==> src/rtl/store_rmw_ctrl.sv <==
// Store sequencer for a single-port word memory: sw writes directly, sb/sh run read-capture-merge-write.
// Latency: sw done 1 cycle after accept; sb/sh done 3 cycles after accept; rejects flag err 1 cycle after accept.
// Backpressure: req_ready is high only when idle; the request is latched on accept so inputs need not be held.
//
// Ports: clk/rst (sync active-high), req_valid/req_ready/req_addr/req_data/req_size (store request),
//        done/err (one-cycle status pulses), mem_addr/mem_we/mem_wdata/mem_rdata (data memory port).
module store_rmw_ctrl #(
    parameter int MEM_AW = 10
) (
    input  logic              clk,
    input  logic              rst,
    input  logic              req_valid,
    output logic              req_ready,
    input  logic [31:0]       req_addr,
    input  logic [31:0]       req_data,
    input  logic [1:0]        req_size,
    output logic              done,
    output logic              err,
    output logic [MEM_AW-1:0] mem_addr,
    output logic              mem_we,
    output logic [31:0]       mem_wdata,
    input  logic [31:0]       mem_rdata
);

    localparam logic [2:0] S_IDLE = 3'd0;
    localparam logic [2:0] S_RD   = 3'd1;
    localparam logic [2:0] S_CAP  = 3'd2;
    localparam logic [2:0] S_WR   = 3'd3;
    localparam logic [2:0] S_ERR  = 3'd4;

    localparam logic [1:0] SZ_BYTE = 2'b00;
    localparam logic [1:0] SZ_HALF = 2'b01;
    localparam logic [1:0] SZ_WORD = 2'b10;

    logic [2:0]        state_q, state_d;
    logic [MEM_AW-1:0] waddr_q;
    logic [1:0]        boff_q;
    logic [31:0]       data_q;
    logic [1:0]        size_q;
    logic [31:0]       old_q;

    logic              accept;
    logic              bad_req;
    logic [31:0]       merged;

    // Address bits above the memory range wrap; bit 1:0 only steer lanes.
    logic              unused_addr_bits;
    assign unused_addr_bits = ^req_addr[31:MEM_AW+2];

    assign req_ready = (state_q == S_IDLE);
    assign accept    = req_valid && req_ready;

    assign bad_req = (req_size == 2'b11)
                  || (req_size == SZ_HALF && req_addr[0])
                  || (req_size == SZ_WORD && req_addr[1:0] != 2'b00);

    always_comb begin
        state_d = state_q;
        case (state_q)
            S_IDLE: begin
                if (accept) begin
                    if (bad_req)                  state_d = S_ERR;
                    else if (req_size == SZ_WORD) state_d = S_WR;
                    else                          state_d = S_RD;
                end
            end
            S_RD:    state_d = S_CAP;
            S_CAP:   state_d = S_WR;
            S_WR:    state_d = S_IDLE;
            S_ERR:   state_d = S_IDLE;
            default: state_d = S_IDLE;
        endcase
    end

    // Lane merge: the store data replaces only the addressed byte/half of the word read back.
    always_comb begin
        merged = old_q;
        case (size_q)
            SZ_BYTE: merged[{boff_q, 3'b000} +: 8]       = data_q[7:0];
            SZ_HALF: merged[{boff_q[1], 4'b0000} +: 16]  = data_q[15:0];
            default: merged                              = data_q;
        endcase
    end

    always_ff @(posedge clk) begin
        if (rst) begin
            state_q <= S_IDLE;
            waddr_q <= '0;
            boff_q  <= '0;
            data_q  <= '0;
            size_q  <= '0;
            old_q   <= '0;
        end else begin
            state_q <= state_d;
            if (accept) begin
                waddr_q <= req_addr[MEM_AW+1:2];
                boff_q  <= req_addr[1:0];
                data_q  <= req_data;
                size_q  <= req_size;
            end
            if (state_q == S_CAP) begin
                old_q <= mem_rdata;
            end
        end
    end

    // The latched word address is presented continuously; only RD and WR actually use it.
    assign mem_addr  = waddr_q;
    assign mem_we    = (state_q == S_WR);
    assign mem_wdata = (state_q == S_WR) ? merged : 32'h0;
    assign done      = (state_q == S_WR);
    assign err       = (state_q == S_ERR);

endmodule

==> config.mk <==
export PLATFORM = sky130hd
export DESIGN_NAME = store_rmw_ctrl
export DESIGN_NICKNAME = d
export VERILOG_FILES = /design/src/rtl/store_rmw_ctrl.sv
export SDC_FILE = /design/constraint.sdc
export NUM_CORES = 1
export LEC_CHECK = 0
export ABC_AREA = 1
export CORE_ASPECT_RATIO = 1.1
export CORE_MARGIN = 2
export CORE_UTILIZATION = 51
export DETAILED_ROUTE_END_ITERATION = 7
export PLACE_DENSITY = 0.87
export SLEW_MARGIN = 20
export SYNTH_ARGS = -nofsm -noshare
export SYNTH_HDL_FRONTEND = slang
export SYNTH_SLANG_ARGS = --single-unit
==> constraint.sdc <==
create_clock -name clk -period 3.64 [get_ports clk]
set_input_delay 1.092 -clock clk [delete_from_list [all_inputs] [get_ports clk]]
set_output_delay 1.092 -clock clk [all_outputs]
set_load 0.1 [all_outputs]
==> flow_summary.json, run 1 <==
{
  "crit_path_top_delay_cell": "dfxtp_1",
  "clock_latency_ns": 0.37,
  "relSlewSlack_pct": 39.43,
  "path_max_fanout": 8,
  "routed_wirelength_um": 15610,
  "totalPowerFinal_w": 0.002336,
  "grt_pass1_vias": 5311,
  "drc": 0,
  "ys.warnings.count": 0,
  "post-route-min-period_ns": 3.547,
  "ys_ff_latch": 81,
  "synth_edf_count": 0,
  "synth_flop_cell": "dfxtp_1",
  "nNetsFinal": 964,
  "synth_area_um2": 4659,
  "worst_pin_slew_ns": 0.9076,
  "critPathRequiredTime_ns": 2.55,
  "io_pins": 147,
  "power_density_nw_per_um2": 353.7,
  "r2r_end": "data_q[23]",
  "die_y_um": 104.3,
  "rsz0062_at_grt": "yes",
  "crit_path_end_kind": "output pin",
  "postSynthCellCount": 752,
  "hp-class": "flop to flop",
  "status": "finished, final reports clean",
  "worst_setup_path_start_kind": "flop",
  "internal_power_w": 0.001494,
  "numCtsBuffers": 9,
  "wl_per_cell_um": 15.98,
  "hold_end": "data_q[30]",
  "leakagePower_nw": 2.768,
  "crit_chain": "clkinv_1 -> ha_1 -> clkinv_1 -> nor2_2 -> nand3_1 -> nand2_1 -> nand2_1 -> a21oi_4 -> buf_12",
  "grt_max_degree": 50,
  "cts_sinks": 81,
  "ir_worst_vdd_uv": 277.7,
  "r2r-start": "state_q[0]",
  "syn_nets": 858,
  "ant_nets": 0,
  "num_rows": 36,
  "avgSynthCellArea_um2": 6.196,
  "core_um2": 8874,
  "place_congestion": 0.9258,
  "power_switching_w": 0.0008420,
  "seq_area_frac_synth_pct": 34.80,
  "swShare_pct": 36.04,
  "worstPathArrival_ns": 2.45,
  "worst_r2r_path_depth": 7,
  "cts_setup_buffers": 0,
  "drt-pass1-iter-count": 6,
  "placedCellCount": 961,
  "grt_use_total_pct": 32.31,
  "root_buffer": "clkbuf_8",
  "p_clk_share_pct": 31.6,
  "htreeDepth": 3,
  "start_util_pct": 52.51,
  "p_seq_share_pct": 43.5,
  "rrSetupSlack_ns": 1.47,
  "fmax_mhz": 282.0,
  "ys_top_cells_by_count": "nand2_1, a21oi_1, nor2_1",
  "yosysTopAreaCell": "dfxtp_1",
  "yosys.area.top_type_share_pct": 34.80,
  "area_growth_pct": 41.73,
  "tns_ns": 0,
  "synthTopCellsByArea": "dfxtp_1, nand2_1, a21oi_1, nor2_1, nand3_1",
  "fin_cells": 977,
  "finalSetupViolations": 0,
  "synthArstFlopShare_pct": 0,
  "path_class": "flop to output pin",
  "ctsResizeCount": 0,
  "drive_gt1_share_pct": 14.48,
  "pwr-share-comb_pct": 24.9,
  "grt_pass1_wl_um": 25460,
  "antennaDiodeCount": 0,
  "vias_per_cell": 5.531,
  "hold_start": "data_q[30]",
  "antenna_found_initial": 0,
  "slowest_delay_ns": 0.43,
  "grt-ovfl-total": 0,
  "cts_tree": "built",
  "cts_max_path_buffers": 2,
  "die_x_um": 95.14,
  "first_iter_violations": 346,
  "vias": 5404,
  "synth.most_common_cell": "nand2_1",
  "dieArea_um2": 9918,
  "cts.clk_slew.worst_paths_ns": 0.09,
  "fin_worst_skew_ns": 0.01500,
  "hpwl_um": 11410,
  "fin_crit_sh_pct": 97.43,
  "finalMaxSlewViolations": 0,
  "finalHoldViolCount": 0,
  "drv_cap": 0,
  "io_buffers": 126,
  "whs_path_depth": 2,
  "cts.hold.buffers_added": 0,
  "synth_cell_types": 26
}
power groups by stage:
stage	combinational, W	sequential (W)	clock [W]
after floorplan	0.000341	0.00107	0
after CTS	0.000578	0.00101	0.000740
after global routing	0.000633	0.00102	0.000778
after global placement	0.000554	0.00103	0
after detailed placement	0.000575	0.00103	0
final	0.000581	0.00102	0.000739
metal layers:
metal	GRT usage [%]	routed length, um	vias up
li1	-	-	2640
met1	41.93	6504	2459
met2	53.22	7417	269
met3	4.275	1161	36
met4	13.46	525	0
met5	0	0	-
cell type report:
type,instances,area (um2)
Clock inverter,7,95.09
Timing Repair Buffer,144,1682
Clock buffer,9,123.9
Sequential cell,81,1622
Fill cell,667,2270
Multi-Input combinational cell,583,2793
Inverter,39,146.4
Tap cell,114,142.6
critical path, delay by kind of cell, from the launching register on:
kind / cells / cell delay [ns]
DFF: 1 / 0.43
and+or+nand+nor: 4 / 0.65
buffers and inverters: 3 / 0.48
adders and majority gates: 1 / 0.37
AOI/OAI and AO/OA: 1 / 0.16
worst max-delay path by stage:
stage                    from            end  slack (ns)  cells after the start
CTS                 boff_q[1]  mem_wdata[14]        0.10                      9
floorplan           boff_q[1]  mem_wdata[21]       -0.05                      9
global route        boff_q[1]  mem_wdata[25]       -0.05                     10
finish              boff_q[1]  mem_wdata[19]        0.09                      9
global placement    boff_q[1]  mem_wdata[13]        0.53                      9
detailed placement  boff_q[1]  mem_wdata[14]        0.50                      9
flip-flops by register name, summed over array words and instances, names as in the netlist:
signal / flops
boff_q: 2
data_q: 32
mem_addr: 10
old_q: 32
size_q: 2
state_q: 3
placed cells by master (no fill, tap or decap), drive strengths merged:
| master | n |
|---|---|
| a21oi | 89 |
| dfxtp | 81 |
| o31ai | 1 |
| nand4 | 4 |
| clkbuf | 9 |
| buf | 64 |
| and2 | 1 |
| inv | 39 |
| bufinv | 1 |
| clkdlybuf4s50 | 80 |
| nand2 | 265 |
| ha | 5 |
| nor2 | 86 |
| o21ai | 42 |
| a31oi | 5 |
| a21boi | 24 |
| nor3 | 2 |
| clkinv | 6 |
| nand3 | 59 |
metrics by stage:
stage,hold slack [ns],util (%),worst slack (ns),instance area [um2]
3_3_place_gp,0.4484,71.93,0.5314,6382
4_1_cts,0.4688,74.39,0.1010,6601
6_report,0.4691,74.42,0.09349,6604
3_5_place_dp,0.4559,71.93,0.4988,6382
5_1_grt,0.4780,74.42,-0.05437,6604
2_1_floorplan,0.4391,-,-0.04553,4822
cell families after synthesis:
group,share of synthesized area (%)
adder cells (fa/ha/maj),1.343
AO/OA/AOI/OAI,18.77
buffers and inverters,8.915
AND/OR/NAND/NOR,36.17
flip-flops,34.80
(Power assumes the default switching activity.)
==> run 2, diff against run 1 <==
--- a/config.mk
+++ b/config.mk
@@ -6,7 +6,6 @@
 export NUM_CORES = 1
 export LEC_CHECK = 0
 export ABC_AREA = 1
-export CORE_ASPECT_RATIO = 1.1
 export CORE_MARGIN = 2
 export CORE_UTILIZATION = 51
 export DETAILED_ROUTE_END_ITERATION = 7
==> run 2 against run 1 <==
Maximum frequency grew 2.1%; critical path depth up 2; clock skew shrank 0.0012 ns; global-route usage shrank 0.19 points; utilization is 0.29 points higher; first-iteration DRC count rose by 20%.
==> flow_summary.json, run 2 (same netlist as run 1, synthesis figures left out) <==
{
  "status": "finished, final reports clean",
  "path_class": "flop to output pin",
  "place_congestion": 0.9606,
  "drive_gt1_share_pct": 14.65,
  "worst_setup_path_start_kind": "flop",
  "finalHoldViolCount": 0,
  "rrSetupSlack_ns": 1.47,
  "drv_cap": 0,
  "timing.hold.ws_ns": 0.4744,
  "fmax_mhz": 287.9,
  "vias_per_cell": 5.514,
  "fin_cells": 968,
  "grt_pass1_vias": 5331,
  "cts_tree": "built",
  "first_iter_violations": 416,
  "wl_per_cell_um": 16.09,
  "root_buffer": "clkbuf_8",
  "dp_slack_ns": 0.3999,
  "area_growth_pct": 41.19,
  "r2r-start": "state_q[0]",
  "fin_crit_sh_pct": 95.44,
  "nNetsFinal": 961,
  "grt_use_total_pct": 32.12,
  "core_um2": 8806,
  "leakagePower_nw": 2.743,
  "htreeDepth": 3,
  "cts_max_path_buffers": 2,
  "io_buffers": 126,
  "start_util_pct": 52.91,
  "hold_end": "data_q[30]",
  "whs_path_depth": 2,
  "slowest_delay_ns": 0.34,
  "multi_input_area_um2": 2800,
  "final_util_pct": 74.71,
  "hp-class": "flop to flop",
  "routed_wirelength_um": 15580,
  "seq_area_um2": 1623,
  "hpwl_um": 11250,
  "cts_sinks": 81,
  "hold_start": "data_q[30]",
  "nFillCells": 672,
  "tns_ns": 0,
  "numCtsBuffers": 9,
  "drt-pass1-iter-count": 5,
  "crit_path_top_delay_cell": "dfxtp_1",
  "antennaDiodeCount": 0,
  "cts.clk_slew.worst_paths_ns": 0.10,
  "worst_r2r_path_depth": 7,
  "critPathRequiredTime_ns": 2.55,
  "mostFrequentLayoutCells": "nand2_1, dfxtp_1, clkdlybuf4s50_1",
  "path_max_fanout": 16,
  "crit_chain": "clkinv_1 -> buf_4 -> ha_1 -> inv_2 -> nand2_1 -> nor2_1 -> nand2_1 -> nand2_1 -> nand2_1 -> a21oi_2 -> buf_12",
  "antenna_found_initial": 0,
  "final_common_cell": "nand2_1",
  "worstPathArrival_ns": 2.38,
  "clock_latency_ns": 0.37,
  "crit_path_end_kind": "output pin",
  "grt_max_degree": 50,
  "timing.final.ws_setup_ns": 0.1660,
  "cp_num_buf_inv": 4,
  "io_pins": 147,
  "r2r_end": "data_q[2]",
  "rsz0062_at_grt": "no",
  "relSlewSlack_pct": 38.72,
  "die_x_um": 99.59,
  "placedCellCount": 952,
  "crit_family": "buffers and inverters",
  "die_y_um": 99.59,
  "finalSetupViolations": 0,
  "grt-ovfl-total": 0,
  "drc": 0,
  "finalMaxSlewViolations": 0,
  "fin_worst_skew_ns": 0.01378,
  "dieArea_um2": 9917,
  "post-route-min-period_ns": 3.474,
  "worst_pin_slew_ns": 0.9182,
  "ant_nets": 0,
  "vias": 5338,
  "grt_pass1_wl_um": 25450,
  "ir_worst_vdd_uv": 318.5,
  "cp_common_cell": "nand2_1",
  "num_rows": 34,
  "power_density_nw_per_um2": 351.2
}
## run 2: through the flow
stage | cell area, um2 | power [W]
after floorplan | 4822 | 0.001410
after global placement | 6352 | 0.001575
after detailed placement | 6352 | 0.001599
after CTS | 6566 | 0.002302
after global routing | 6579 | 0.002409
final | 6579 | 0.002310
## run 2: worst reg2reg max path, stage by stage, from the launching register on
cell     delay [ns]
dfxtp_1        0.38
inv_2          0.08
nand2_2        0.07
nor2_4         0.09
buf_4          0.41
nand2_2        0.62
nand2_1        0.25
a21oi_1        0.12
## run 2: final cells by class
cell class	instances	area share (%)
Inverter	39	2.282
Timing Repair Buffer	141	25.22
Multi-Input combinational cell	583	42.56
Sequential cell	81	24.67
Clock buffer	10	2.092
Tap cell	108	2.054
Clock inverter	6	1.122
## run 2: worst max path at each step
stage	startpoint	end	cells after the start
floorplan	boff_q[1]	mem_wdata[21]	9
global placement	boff_q[0]	mem_wdata[31]	10
global route	boff_q[1]	mem_wdata[13]	11
finish	boff_q[1]	mem_wdata[27]	11
CTS	boff_q[0]	mem_wdata[16]	9
detailed placement	boff_q[0]	mem_wdata[26]	10
## run 2: power breakdown
| part | internal, W | total [W] | switching (W) |
|---|---|---|---|
| registers | 0.000950 | 0.00102 | 0.0000658 |
| logic | 0.000203 | 0.000578 | 0.000375 |
| clock network | 0.000346 | 0.000717 | 0.000371 |
| total | 0.00150 | 0.00231 | 0.000812 |
## run 2: layer usage
| layer | vias up | track usage, % | routed length (um) |
|---|---|---|---|
| li1 | 2641 | - | - |
| met3 | 27 | 6.254 | 1107 |
| met2 | 241 | 55.20 | 7542 |
| met4 | 0 | 10.85 | 254 |
| met5 | - | 0 | 0 |
| met1 | 2429 | 40.35 | 6670 |
## run 2: timing repair
item,4_1_cts,5_1_grt
endpoints found under the setup margin,2,23
gates resized for setup,1,5
setup buffers,0,0
hold buffers,0,0
